**src/rtl/mem_access_pkg.sv**
```systemverilog
// ---------------------------------------------------------------------------
// mem_access_pkg
// Shared types for the memory-access stage that sits after execute.
//   Inst          : the fields of an executed instruction this stage consumes
//   MemState      : state encoding of the memory-access controller
//   MEM_ALIGN_MASK: low address bits that must be zero for a word access
//   is_misaligned : helper applying MEM_ALIGN_MASK to the low address bits
// ---------------------------------------------------------------------------
package mem_access_pkg;

   // Instruction fields seen by the memory stage. memwrite sits next to
   // memread so a store can be told apart from a load without decoding.
   typedef struct packed {
      logic [5:0] rd;
      logic       regwrite;
      logic       memread;
      logic       memwrite;
   } Inst;

   typedef enum logic [1:0] {
      IDLE,
      REQ,
      WAIT,
      DONE
   } MemState;

   localparam logic [1:0] MEM_ALIGN_MASK = 2'b11;

   // Only the two low address bits matter for word alignment, so only those
   // are passed in.
   function automatic logic is_misaligned(input logic [1:0] addr_lo);
      return (addr_lo & MEM_ALIGN_MASK) != 2'b00;
   endfunction

endpackage

```
**src/rtl/mem_timeout.sv**
```systemverilog
// ---------------------------------------------------------------------------
// mem_timeout
// Wait counter with clear/increment controls. Kept free of any memory-stage
// knowledge so it can be reused for other request/response ports.
// Ports:
//   clk, rst  : clock, asynchronous active-high reset
//   clear     : zero the counter (has priority over inc)
//   inc       : advance the counter by one this cycle
//   expired   : high in the cycle whose increment brings the count to LIMIT,
//               i.e. the LIMIT-th consecutive incremented cycle after clear
// ---------------------------------------------------------------------------
module mem_timeout #(
   parameter int CNT_W = 8,
   parameter int LIMIT = 255
) (
   input  logic clk,
   input  logic rst,
   input  logic clear,
   input  logic inc,
   output logic expired
);

   localparam logic [CNT_W-1:0] LAST = CNT_W'(LIMIT - 1);

   logic [CNT_W-1:0] count;

   // The count itself; clear wins over inc so a fresh request always starts
   // timing from zero even if the caller happens to assert both.
   always_ff @(posedge clk or posedge rst) begin
      if (rst) begin
         count <= '0;
      end else if (clear) begin
         count <= '0;
      end else if (inc) begin
         count <= count + 1'b1;
      end
   end

   // Flag the increment that reaches LIMIT so the owner can react in the
   // same cycle instead of one cycle late.
   always_comb begin
      expired = inc && (count == LAST);
   end

endmodule

```
**src/rtl/mem_access.sv**
```systemverilog
// ---------------------------------------------------------------------------
// mem_access
// Memory-access stage following execute. Performs at most one word load or
// store per instruction over a valid/ready data-memory port and presents a
// registered writeback bundle with a one-cycle fin pulse.
// Ports:
//   clk, rst        : clock, asynchronous active-high reset
//   enable          : one-cycle start pulse; inst/aluresult/result/rdata1
//                     are only valid in that cycle
//   inst            : executed instruction (rd, regwrite, memread, memwrite)
//   aluresult       : effective byte address
//   result          : ALU/FPU value for non-memory instructions
//   rdata1          : store data
//   fin             : one-cycle done pulse
//   busy            : high from accepted enable up to and including fin
//   err             : sticky misalignment / timeout flag, cleared by rst
//   rd_out, regwrite_out, wb_data : writeback bundle (regwrite_out only
//                     asserted together with fin)
//   mem_req/ready/we/addr/wdata   : request channel to data memory
//   mem_rvalid/rdata              : response channel from data memory
// ---------------------------------------------------------------------------
module mem_access
   import mem_access_pkg::*;
#(
   parameter int ADDR_W  = 32,
   parameter int LAT_MAX = 255,
   parameter int CNT_W   = 8
) (
   input  logic              clk,
   input  logic              rst,
   input  logic              enable,
   input  Inst               inst,
   input  logic [31:0]       aluresult,
   input  logic [31:0]       result,
   input  logic [31:0]       rdata1,
   output logic              fin,
   output logic              busy,
   output logic              err,
   output logic [5:0]        rd_out,
   output logic              regwrite_out,
   output logic [31:0]       wb_data,
   output logic              mem_req,
   input  logic              mem_ready,
   output logic              mem_we,
   output logic [ADDR_W-1:0] mem_addr,
   output logic [31:0]       mem_wdata,
   input  logic              mem_rvalid,
   input  logic [31:0]       mem_rdata
);

   MemState state;
   MemState next_state;

   Inst  inst_q;
   logic wb_en_q;

   logic accept;
   logic mem_op;
   logic misaligned;
   logic cnt_clear;
   logic cnt_inc;
   logic timeout_hit;
   logic resp_hit;

   mem_timeout #(
      .CNT_W (CNT_W),
      .LIMIT (LAT_MAX)
   ) u_timeout (
      .clk     (clk),
      .rst     (rst),
      .clear   (cnt_clear),
      .inc     (cnt_inc),
      .expired (timeout_hit)
   );

   // State register. Reset drops straight back to IDLE, which also kills any
   // outstanding request since mem_req and fin are decoded from the state.
   always_ff @(posedge clk or posedge rst) begin
      if (rst) begin
         state <= IDLE;
      end else begin
         state <= next_state;
      end
   end

   // Next-state and control decode. Enable is only honoured in IDLE, which
   // makes enable-while-busy and enable-in-DONE silently ignored. A response
   // beats a timeout if both land in the same cycle.
   always_comb begin
      next_state = state;
      accept     = 1'b0;
      cnt_clear  = 1'b0;
      cnt_inc    = 1'b0;
      resp_hit   = 1'b0;
      mem_op     = inst.memread | inst.memwrite;
      misaligned = is_misaligned(aluresult[1:0]);

      case (state)
         IDLE: begin
            if (enable) begin
               accept = 1'b1;
               if (mem_op && !misaligned) begin
                  next_state = REQ;
               end else begin
                  next_state = DONE;
               end
            end
         end
         REQ: begin
            if (mem_ready) begin
               cnt_clear  = 1'b1;
               next_state = WAIT;
            end
         end
         WAIT: begin
            cnt_inc = 1'b1;
            if (mem_rvalid) begin
               resp_hit   = 1'b1;
               next_state = DONE;
            end else if (timeout_hit) begin
               next_state = DONE;
            end
         end
         DONE: begin
            next_state = IDLE;
         end
         default: begin
            next_state = IDLE;
         end
      endcase
   end

   // Status and request strobes come straight from the state so they clear
   // the instant reset is asserted.
   always_comb begin
      fin          = (state == DONE);
      busy         = (state != IDLE);
      mem_req      = (state == REQ);
      regwrite_out = (state == DONE) && wb_en_q;
   end

   // Datapath registers. The request fields are captured at accept and held
   // untouched through any ready stall. The writeback bundle is only written
   // on the transition into DONE so it keeps its old value between fins;
   // stores, misaligned accesses and timeouts leave wb_data alone and never
   // enable the register-file write.
   always_ff @(posedge clk or posedge rst) begin
      if (rst) begin
         inst_q    <= '0;
         wb_en_q   <= 1'b0;
         err       <= 1'b0;
         rd_out    <= '0;
         wb_data   <= '0;
         mem_we    <= 1'b0;
         mem_addr  <= '0;
         mem_wdata <= '0;
      end else begin
         if (accept) begin
            inst_q <= inst;
            if (!mem_op) begin
               rd_out  <= inst.rd;
               wb_data <= result;
               wb_en_q <= inst.regwrite;
            end else if (misaligned) begin
               rd_out  <= inst.rd;
               wb_en_q <= 1'b0;
               err     <= 1'b1;
            end else begin
               mem_we    <= inst.memwrite;
               mem_addr  <= {aluresult[ADDR_W-1:2], 2'b00};
               mem_wdata <= rdata1;
            end
         end

         if (resp_hit) begin
            rd_out  <= inst_q.rd;
            wb_en_q <= inst_q.regwrite & ~inst_q.memwrite;
            if (inst_q.memread && !inst_q.memwrite) begin
               wb_data <= mem_rdata;
            end
         end else if ((state == WAIT) && timeout_hit) begin
            rd_out  <= inst_q.rd;
            wb_en_q <= 1'b0;
            err     <= 1'b1;
         end
      end
   end

endmodule
```
**config.mk**
```make
export PLATFORM = sky130hd
export DESIGN_NAME = mem_access
export DESIGN_NICKNAME = d
export VERILOG_FILES = /design/src/rtl/mem_access_pkg.sv /design/src/rtl/mem_timeout.sv /design/src/rtl/mem_access.sv
export SDC_FILE = /design/constraint.sdc
export NUM_CORES = 1
export LEC_CHECK = 0
export CAP_MARGIN = 10
export CORE_MARGIN = 4
export CORE_UTILIZATION = 41
export CTS_CLUSTER_SIZE = 28
export DETAILED_ROUTE_END_ITERATION = 10
export GPL_TIMING_DRIVEN = 0
export HOLD_SLACK_MARGIN = 0.15
export PLACE_DENSITY = 0.81
export RECOVER_POWER = 25
export SLEW_MARGIN = 20
export SYNTH_ARGS = -nofsm -noshare
export SYNTH_HDL_FRONTEND = slang
export SYNTH_SLANG_ARGS = --single-unit
```
**constraint.sdc**
```tcl
create_clock -name clk -period 5.3 [get_ports clk]
set_clock_uncertainty 0.05 [all_clocks]
set_input_delay 1.06 -clock clk [delete_from_list [all_inputs] [get_ports clk]]
set_output_delay 1.06 -clock clk [all_outputs]
set_load 0.05 [all_outputs]
```
# --- Yosys cells after proc, flatten, opt, wreduce, memory -nomap -nowiden ---
# Index checks and enable logic that the tools add are counted.
op_classes:
  addsub: 1
  multipliers: 0
  div_mod_pow: 0
  order_cmp: 0
  n_eq_ne: 8
  shifts: 0
  n_mux: 34
  bitwise_logic: 4
  n_reduce_logical: 15
ops:
  columns: ["cell", "count"]
  rows:
  - ["$mux 32", 4]
  - ["$mux 6", 5]
  - ["$mux 1", 17]
  - ["$mux 8", 2]
  - ["$mux 2", 5]
  - ["$add 8x1->8 const B", 1]
  - ["$eq 8x8->1 const B", 1]
  - ["$pmux 2 s4", 1]
  - ["$reduce_and 3->1", 2]
  - ["$reduce_bool 2->1", 3]
  - ["$logic_and 1x1->1", 5]
  - ["$eq 2x2->1 const B", 2]
  - ["$ne 4x1->1 const B", 1]
  - ["$ne 3x3->1 const B", 1]
  - ["$reduce_bool 3->1", 1]
  - ["$eq 2x1->1 const B", 1]
  - ["$logic_not 1->1", 2]
  - ["$logic_not 2->1", 1]
  - ["$ne 2x1->1 const B", 1]
  - ["$ne 2x2->1 const B", 1]
  - ["$not 1->1", 2]
  - ["$reduce_and 2->1", 1]
  - ["$and 1x1->1", 1]
  - ["$or 1x1->1", 1]
word_totals:
  register_bits: 122
  latch_bits: 0
  mem_bits_rw: 0
  mem_bits_ro: 0
  word_cells: 75
  memories: 0

# --- Logic depth before layout (Yosys ltp) ---
logic_depth:
  word_depth: 6
  ltp_mapped: 7

# --- By module ---
# From an unflattened synthesis, not the netlist that was laid out.
unflattened:
  cells_unflattened: 399
  hier_area_um2: 5216.3
modules_own_cells:
  columns: ["module", "n_inst", "cells_per_inst", "area_per_inst_um2"]
  rows:
  - ["mem_access", 1, 357, 4797.1]
  - ["mem_timeout", 1, 42, 419.2]

# --- Worst setup path before layout ---
# Ideal clock, no wire load.
synth_path:
  kind: "register -> output"
  start: "reg state[0]"
  end: "out regwrite_out"
  arrival_ns: 1.351
  t_required_ns: 4.190
  slack_ns: 2.839
  stages_incl_launch_ff: 3
  path_buffers: 0
  path_cell_list: "dfrtp_1 ha_1 and2_1"
synth_between:
  elab_chain_cells: 2
synth_lines:
  columns: ["element", "line_no", "source"]
  rows:
  - ["from (decl)", "mem_access.sv:51", "MemState state;"]
  - ["from (signal assigned)", "mem_access.sv:82", "state <= next_state;"]
  - ["$eq 2x2->1", null, null]
  - ["via fin", "mem_access.sv:36", "output logic fin,"]
  - ["$logic_and 1x1->1", "mem_access.sv:139", "regwrite_out = (state == DONE) && wb_en_q;"]
  - ["to (decl)", "mem_access.sv:40", "output logic regwrite_out,"]
# The timed path passes the listed nets, and every way through them passes these cells.

# --- Final worst setup path ---
layout_path:
  start: "reg state[0]"
  end: "out busy"
layout_between:
  elab_chain_cells: 1
layout_lines:
  columns: ["element", "line_no", "source"]
  rows:
  - ["$reduce_bool 2->1", "mem_access.sv:137", "busy = (state != IDLE);"]
  - ["to (decl)", "mem_access.sv:37", "output logic busy,"]
# No other way between the ends.

==> impl_metrics.py <==
metrics = {
    "run_status": {
        "status": "complete, but fails checks",
        "violations": "capacitance limit, slew limit",
    },
    "worst_hold_path": {
        "hold_class": "reg -> reg",
    },
    "logic_synthesis": {
        "synth-xor-area-share": 0.008444,
        "synth_mux_area_frac": 0.2318,
        "yosys_warnings": 0,
        "synth_area_mm2": 0.005186,
        "synthSimpleGateAreaFrac": 0.06514,
        "synth_edf_count": 0,
        "yosysUniqueCellTypes": 34,
        "ys_seq_area_frac": 0.5887,
        "synthFlopType": "dfrtp_1",
        "ys_seq_elements": 122,
        "synth_fa_ha_area_frac": 0.01689,
        "synth_top_family_by_area": "multiplexers",
        "synth_area_per_cell_um2": 12.93,
        "synthArstFlopShare": 1.000,
        "postSynthCellCount": 401,
        "synth-compound-area-share": 0.05452,
    },
    "global_routing": {
        "busiest_layer": "met2",
        "grt_start_max_net_pins": 65,
        "grt_pass1_vias": 4561,
        "grt_pass1_wl_um": 23360,
        "antenna_found_initial": 0,
        "grt_use_total": 0.2067,
        "grt_util_met2": 0.3545,
        "grt_use_met1": 0.2244,
        "grt_util_met3": 0.09121,
        "overflow": 0,
    },
    "timing": {
        "setup_viol": 0,
        "slew_viol_final": 59,
        "period_needed_ns": 3.182,
        "timing.hold.ws_ns": 0.4344,
        "tightest_slew_ns": 2.671,
        "rsz0062_at_grt": "false",
        "slew_headroom": -0.7902,
        "fin_crit_sh": 0.6003,
        "hold_violations": 0,
        "max_freq_mhz": 314.3,
    },
    "route": {
        "wl_per_cell_um": 17.38,
        "final_antenna_net_count": 0,
        "vias_per_cell": 4.890,
        "first_iter_violations": 193,
        "drc_errors": 0,
        "vias": 4152,
        "first_pass_iters": 5,
        "routed_wl_um": 14760,
    },
    "layout": {
        "fin_area_mm2": 0.008463,
        "layout_commonest_cell": "clkdlybuf4s50_1",
        "nets": 818,
        "areaGrowthSynthToFinish_pct": 63.18,
        "n_antenna_cell": 0,
        "final_cell_mix": "clkdlybuf4s50_1 (244), dfrtp_1 (122), mux2_2 (53), nor2_1 (42), mux2i_1 (38)",
        "final_layout_size_suffix_gt1_frac": 0.1454,
    },
    "clock_network": {
        "cts_made_buffers": 17,
        "clock_latency_ns": 0.41,
        "hold_buffers": 0,
        "clockBufferDepth": 2,
        "clk_pin_slew_ns": 0.05,
        "cts.sinks": 122,
        "cts-root-buf": "clkbuf_16",
        "post_cts_buffers": 0,
        "tritoncts": "done",
        "cts-htree-levels": 4,
        "post_cts_resized": 0,
    },
    "run": {
        "cap_viol_max_count": 1,
    },
    "placed_design": {
        "dpl.hpwl_um": 11380,
        "port_buffers": 247,
        "dpl_cell_area_mm2": 0.007905,
        "gp_congestion": 0.7887,
    },
    "worst_setup_path": {
        "arrival_ns": 2.07,
        "path_max_fanout": 4,
        "required_ns": 4.19,
        "critPathLaunchType": "register",
        "crit_path_end_kind": "output port",
        "path_class": "reg -> out",
    },
    "floorplanning": {
        "die-width_um": 120.5,
        "initial_core_util": 0.4247,
        "die_h_um": 120.5,
        "core_area_mm2": 0.01221,
        "dieArea_mm2": 0.01451,
        "fp-row-count": 40,
        "ios": 250,
    },
    "power": {
        "powerDensity_mw_per_mm2": 698.3,
        "power_leakage_nw": 3.531,
        "ir_drop_mv": 0.4025,
    },
}
-- registers in the layout, summed over array words and instances (netlist names), 2 cells and up --
name and flops:
state 2, mem_addr 30, inst_q 9, u_timeout.count 8, wb_data 32, rd_out 6
mem_wdata 32
-- cells in the mapped netlist, drive strengths merged, types with 3 or more instances --
cell,instances,area share
mux2i,38,0.073
nand2,13,0.0094
buf,15,0.024
o21ai,9,0.0087
nor3,5,0.0058
clkbuf,7,0.0051
nand4,4,0.0048
nor2,42,0.030
xor2,3,0.0051
mux2,73,0.16
nand3,3,0.0029
inv,7,0.0051
ha,7,0.017
dfrtp,122,0.59
a21oi,36,0.035
-- worst paths after layout --
| kind | start | end | cells after the start | slack (ns) |
|---|---|---|---|---|
| worst max register to register | state[1] | mem_wdata[22] | 6 | 2.83 |
| worst max-delay path | state[0] | busy | 4 | 2.12 |
| max in group asynchronous | rst | wb_data[18] | 2 | 2.18 |
| min in group asynchronous | rst | mem_wdata[22] | 2 | 1.81 |
| worst min register to register | inst_q[4] | rd_out[1] | 2 | 0.43 |
| worst min-delay path | inst_q[4] | rd_out[1] | 2 | 0.43 |
-- cells by family after synthesis --
group / Yosys count
other: 1
and+or+nand+nor: 74
AOI/OAI and AO/OA: 52
buffers and inverters: 29
xor gates and xnor gates: 5
DFF: 122
muxes: 111
adders and majority gates: 7
-- metrics by stage --
step | TNS (ns) | setup WS, ns | cells | utilization | power, mW
3_3_place_gp | -89.02 | -0.7345 | 817 | 0.6447 | 4.755
4_1_cts | 0 | 2.112 | 849 | 0.6933 | 5.968
5_1_grt | 0 | 1.718 | 849 | 0.6930 | 6.192
6_report | 0 | 2.118 | 849 | 0.6930 | 5.910
2_1_floorplan | 0 | 0.9475 | 402 | - | 3.681
3_5_place_dp | 0 | 1.950 | 818 | 0.6473 | 4.845
-- layout make-up --
cell class                      instances  area (um2)
Buffer                                 22       148.9
Clock buffer                           22       464.2
Clock inverter                          9       97.59
Fill cell                             957        3749
Inverter                                7       27.53
Multi-Input combinational cell        251        1962
Sequential cell                       122        3053
Tap cell                              168       210.2
Timing Repair Buffer                  248        2500
-- power by group --
| group | internal, mW | leakage, nW | switching (mW) |
|---|---|---|---|
| logic | 1.15 | 1.77 | 2.02 |
| registers | 1.39 | 1.49 | 0.256 |
| clock network | 0.708 | 0.279 | 0.384 |
-- layer usage --
metal,vias up,part of all wire
met5,-,0
met4,0,0.021
met3,24,0.11
met2,185,0.51
met1,2008,0.37
li1,1935,-
-- critical path, stage by stage (launching register included) --
cell and delay (ns):
dfrtp_1 0.39, inv_1 0.10, ha_1 0.24, inv_1 0.10, clkdlybuf4s50_1 0.84
No activity file was read; power rests on OpenSTA's default activity.
==> patch 1: new RTL, config.mk and constraints unchanged <==
`CNT_W` is set to 8 in 2 places; all go to 12.
--- a/src/rtl/mem_timeout.sv
+++ b/src/rtl/mem_timeout.sv
@@ -10,7 +10,7 @@
 //               i.e. the LIMIT-th consecutive incremented cycle after clear
 // ---------------------------------------------------------------------------
 module mem_timeout #(
-   parameter int CNT_W = 8,
+   parameter int CNT_W = 12,
    parameter int LIMIT = 255
 ) (
    input  logic clk,
--- a/src/rtl/mem_access.sv
+++ b/src/rtl/mem_access.sv
@@ -24,7 +24,7 @@
 #(
    parameter int ADDR_W  = 32,
    parameter int LAT_MAX = 255,
-   parameter int CNT_W   = 8
+   parameter int CNT_W   = 12
 ) (
    input  logic              clk,
    input  logic              rst,
Formal check against the unedited RTL: same outputs for any inputs over 4 cycles, from zero or initial values and one cycle with rst high; that may be too few to reach the edited logic, so the function may still have changed.
==> patch 1 against the unedited design <==
  * The flow still finishes with violations (capacitance limit, slew limit)
  * Sequential cell count increased by 4
  * Cell area increased by 2.9%
  * Global-route usage about the same
  * Power is 3.9% higher
  * Utilization is 0.84 points lower
  * Routed wire length rose by 3.9%
  * Area after synthesis grew 3.8%
  * Fmax increased by 1.2%
  * Setup slack better by 36 ps
  * Count of clock-buffer cells in the layout grew 5
  * Via count increased by 2.1%
  * Critical path depth is the same
  * Non-clock buffer count unchanged
  * Largest cell class unchanged
  * Largest power group unchanged
  * Highest routed layer unchanged
==> patch 1: results (changes against the unedited design) <==
multi-input logic area 0.00208 sq mm (+6.2%); filler instances 943 (-1.5%); reg2reg start u_timeout.count[0]$_DFFE_PP0P_; reg-to-reg endpoint rd_out[4]$_DFFE_PP0P_; r2r setup slk 2900 ps (+70 ps); failing checks capacitance limit, slew limit; DR WL/cell 17.7 um (+1.9%); status finished with violations; Area after DPL 0.00811 sq mm (+2.5%); maximum VDD drop 0.449 mV (+12%); Worst Hold Path EP err$_DFF_PP0_; Post-synth top cells dfrtp_1 (126), mux2_2 (85), nor2_1 (45); Post-Syn Area per Cell 13.0 sq um (+0.75%); TritonRoute pass-1 iters 4 (-1); total routed wirelength 15300 um (+3.9%); max incr delay on CP 810 ps (-30 ps); Slew Viols, Final 46 (-22%); hold_sp err$_DFF_PP0_; Pleak 3.67 nW (+3.9%); synth top area cells dfrtp_1 (59%), mux2_2 (18%), mux2i_1 (6.0%); largest net degree at the start of global routing 82 (+26%); global-route wire length before repair 23800 um (+1.8%); Min Hold Slack 423 ps (-11.6 ps); Detail Placement HPWL 11500 um (+1.0%); MaxCap Viol Count 1 (unchanged); WP data arrival 2040 ps (-30 ps); Int Pwr 3.45 mW (+6.1%); GP Congestion 0.754 (-4.4%)
patch 1: how the worst max path moves through the flow:
stage               cells past startpoint                  from                       end  slack (ps)
floorplan                               1                   rst             err$_DFF_PP0_         830
global placement                        2                   rst   mem_addr[7]$_DFFE_PP0P_        -840
detailed placement                      6               inst[0]  mem_addr[29]$_DFFE_PP0P_        2110
CTS                                     4  state[0]$_DFFE_PP0P_                      busy        2130
global route                            4  state[0]$_DFFE_PP0P_                      busy        2070
finish                                  4  state[0]$_DFFE_PP0P_                      busy        2150
patch 1: cells by family after synthesis:
| kind of cell | share of synthesized area, % |
|---|---|
| AOI/OAI and AO/OA | 5.12 |
| xor gates and xnor gates | 1.30 |
| adders and majority gates | 1.63 |
| buffers and inverters | 2.49 |
| DFF | 58.6 |
| muxes | 23.7 |
| other | 0.0697 |
| and+or+nand+nor | 7.07 |
patch 1: power by group through the flow:
stage	registers [mW]	clock network, mW	logic [mW]
after floorplan	3.04	0	0.747
after global placement	1.66	0	3.20
after detailed placement	1.69	0	3.26
after CTS	1.69	1.23	3.28
after global routing	1.74	1.27	3.40
final	1.69	1.21	3.25
patch 1: per-layer routing:
| layer | routed length [um] | vias to the layer above | global-route usage [%] | share of wire [%] |
|---|---|---|---|---|
| met3 | 1380 | 31 | 8.29 | 9.0 |
| li1 | - | 1976 | - | - |
| met1 | 5660 | 2051 | 21.8 | 37 |
| met2 | 7920 | 182 | 36.9 | 52 |
| met5 | 0 | - | 0 | 0 |
| met4 | 362 | 0 | 7.91 | 2.4 |
patch 1: cell type report:
type                            count  share of cell area (%)
Sequential cell                   126                    36.2
Timing Repair Buffer              248                    28.7
Multi-Input combinational cell    258                    23.9
Clock buffer                       27                    6.00
Tap cell                          172                    2.47
Buffer                             22                    1.19
Clock inverter                      5                    1.15
Inverter                            8                   0.359
==> patch 2: new RTL, config.mk and constraints unchanged <==
Made on the original files. The 4 states of `MemState` get a one-hot encoding in 4 bits.
--- a/src/rtl/mem_access_pkg.sv
+++ b/src/rtl/mem_access_pkg.sv
@@ -17,11 +17,11 @@
       logic       memwrite;
    } Inst;
 
-   typedef enum logic [1:0] {
-      IDLE,
-      REQ,
-      WAIT,
-      DONE
+   typedef enum logic [3:0] {
+      IDLE = 4'b0001,
+      REQ  = 4'b0010,
+      WAIT = 4'b0100,
+      DONE = 4'b1000
    } MemState;
 
    localparam logic [1:0] MEM_ALIGN_MASK = 2'b11;
Check against the original RTL: same outputs for any inputs over 4 cycles, from zero or initial values and one cycle with rst high; so few cycles prove little.
==> patch 2 against the unedited design <==
  * Area after synthesis is 4.4% higher
  * Routed wire length rose by 5.0%
  * Critical endpoint is now regwrite_out
  * Cell area is 2.6% higher
  * Largest power group unchanged
  * Synthesized cell count decreased by 2.5%
  * Power decreased by 14%
  * Sequential power fell by 7%
  * Die area grew 4.1%
  * Setup slack got worse by 140 ps
  * Sequential share of layout area is 0.31 points lower
  * Sequential cell count rose by 2
==> patch 2: results (changes against the unedited design) <==
global-route wire length before repair 23700 um (+1.2%); r2r setup slk 2870 ps (+40 ps); Worst Hold Path EP mem_addr[6]$_DFFE_PP0P_; filler instances 908 (-5.1%); relative slew slack 46.5% (+130 points); post-synth cell types 40 (+18%); placed instance count 812 (-0.73%); MaxCap Viol Count 0 (-1); register area share after synthesis 57.3% (-1.5 points); top cell type's share of synthesized area 56.8% (-2.0 points); initial drt markers 182 (-5.7%); Post-Syn Instances 391 (-2.5%); fin cells 844 (-0.59%); WP data arrival 2220 ps (+150 ps); Hold Path Depth 1 (-1); largest net degree at the start of global routing 78 (+20%); Post-synth top cells dfrtp_1 (123), mux2_4 (59), nand2_1 (43); Detail Placement HPWL 11500 um (+1.3%); status complete, no violations; layout cell share with drive strength beyond 1 19.0% (+4.5 points); maximum VDD drop 0.394 mV (-2.1%); max incr delay on CP 800 ps (-40 ps); Area after DPL 0.00814 sq mm (+3.0%); Worst Path Max Fanout 5 (+1); NumNets Final 803 (-1.8%); hold_sp mem_addr[6]$_DFFE_PP0P_; reg2reg start state[0]$_DFFE_PP1P_; reg-to-reg endpoint mem_wdata[6]$_DFFE_PP0P_; GRT Total Usage 20.5% (-0.14 points)
patch 2: changes by cell type after synthesis, moves of 5 or more:
cell      change
mux2_2       -40
nand2b_1      +6
mux2_1       -20
mux2i_1       -6
a21oi_1      -33
nand2_1      +30
ha_1          -5
o21ai_0      +24
mux2_4       +59
o221a_2       +7
nor2_1       -32
patch 2: area by class of cell:
type / instances / area [sq um] / share of cell area (%)
plain buffers: 21 / 141 / 1.63
clock buffers: 24 / 472 / 5.43
clock inverters: 8 / 70.1 / 0.807
inverters: 4 / 20.0 / 0.231
multi-input cells: 243 / 2160 / 24.9
flip-flops and latches: 124 / 3100 / 35.8
well taps: 172 / 215 / 2.48
repair buffers: 248 / 2500 / 28.8
patch 2: report_power, final:
part           internal [mW]  switching [mW]
Sequential              1.31           0.231
Clock                  0.664           0.394
Combinational          0.971            1.49
Total                   2.94            2.12
patch 2: worst max-delay path by stage:
stage | from | end | slack, ps
after floorplan | rst | err$_DFF_PP0_ | 890
after global placement | rst | mem_addr[31]$_DFFE_PP0P_ | -820
after detailed placement | inst[0] | wb_data[20]$_DFF_PP0_ | 2110
after CTS | state[1]$_DFFE_PP0P_ | regwrite_out | 1920
after global routing | state[1]$_DFFE_PP0P_ | regwrite_out | 1780
final | state[1]$_DFFE_PP0P_ | regwrite_out | 1970
patch 2: worst register-to-register path, cell delays in order, from the launching register on:
cell and delay [ps]:
dfstp_2 570, nor4b_4 330, nand2_1 150, or4_1 510, buf_4 220, buf_6 180
mux2_4 310
patch 2: cells by family after synthesis:
family          count (synthesis)  share of synthesized area (%)
mux                           104                           25.0
flops                         124                           57.3
xor+xnor                        6                          0.970
other cells                     1                         0.0692
fa+ha+maj                       2                          0.462
buf+inv                        25                           2.89
compound gates                 49                           5.68
simple gates                   80                           7.62
patch 2: routing by layer:
metal | track usage (%) | up-vias | share of wire (%)
li1 | - | 1907 | -
met1 | 23.1 | 2033 | 38
met2 | 34.8 | 188 | 50
met3 | 7.82 | 30 | 10
met4 | 8.89 | 0 | 2.6
met5 | 0 | - | 0
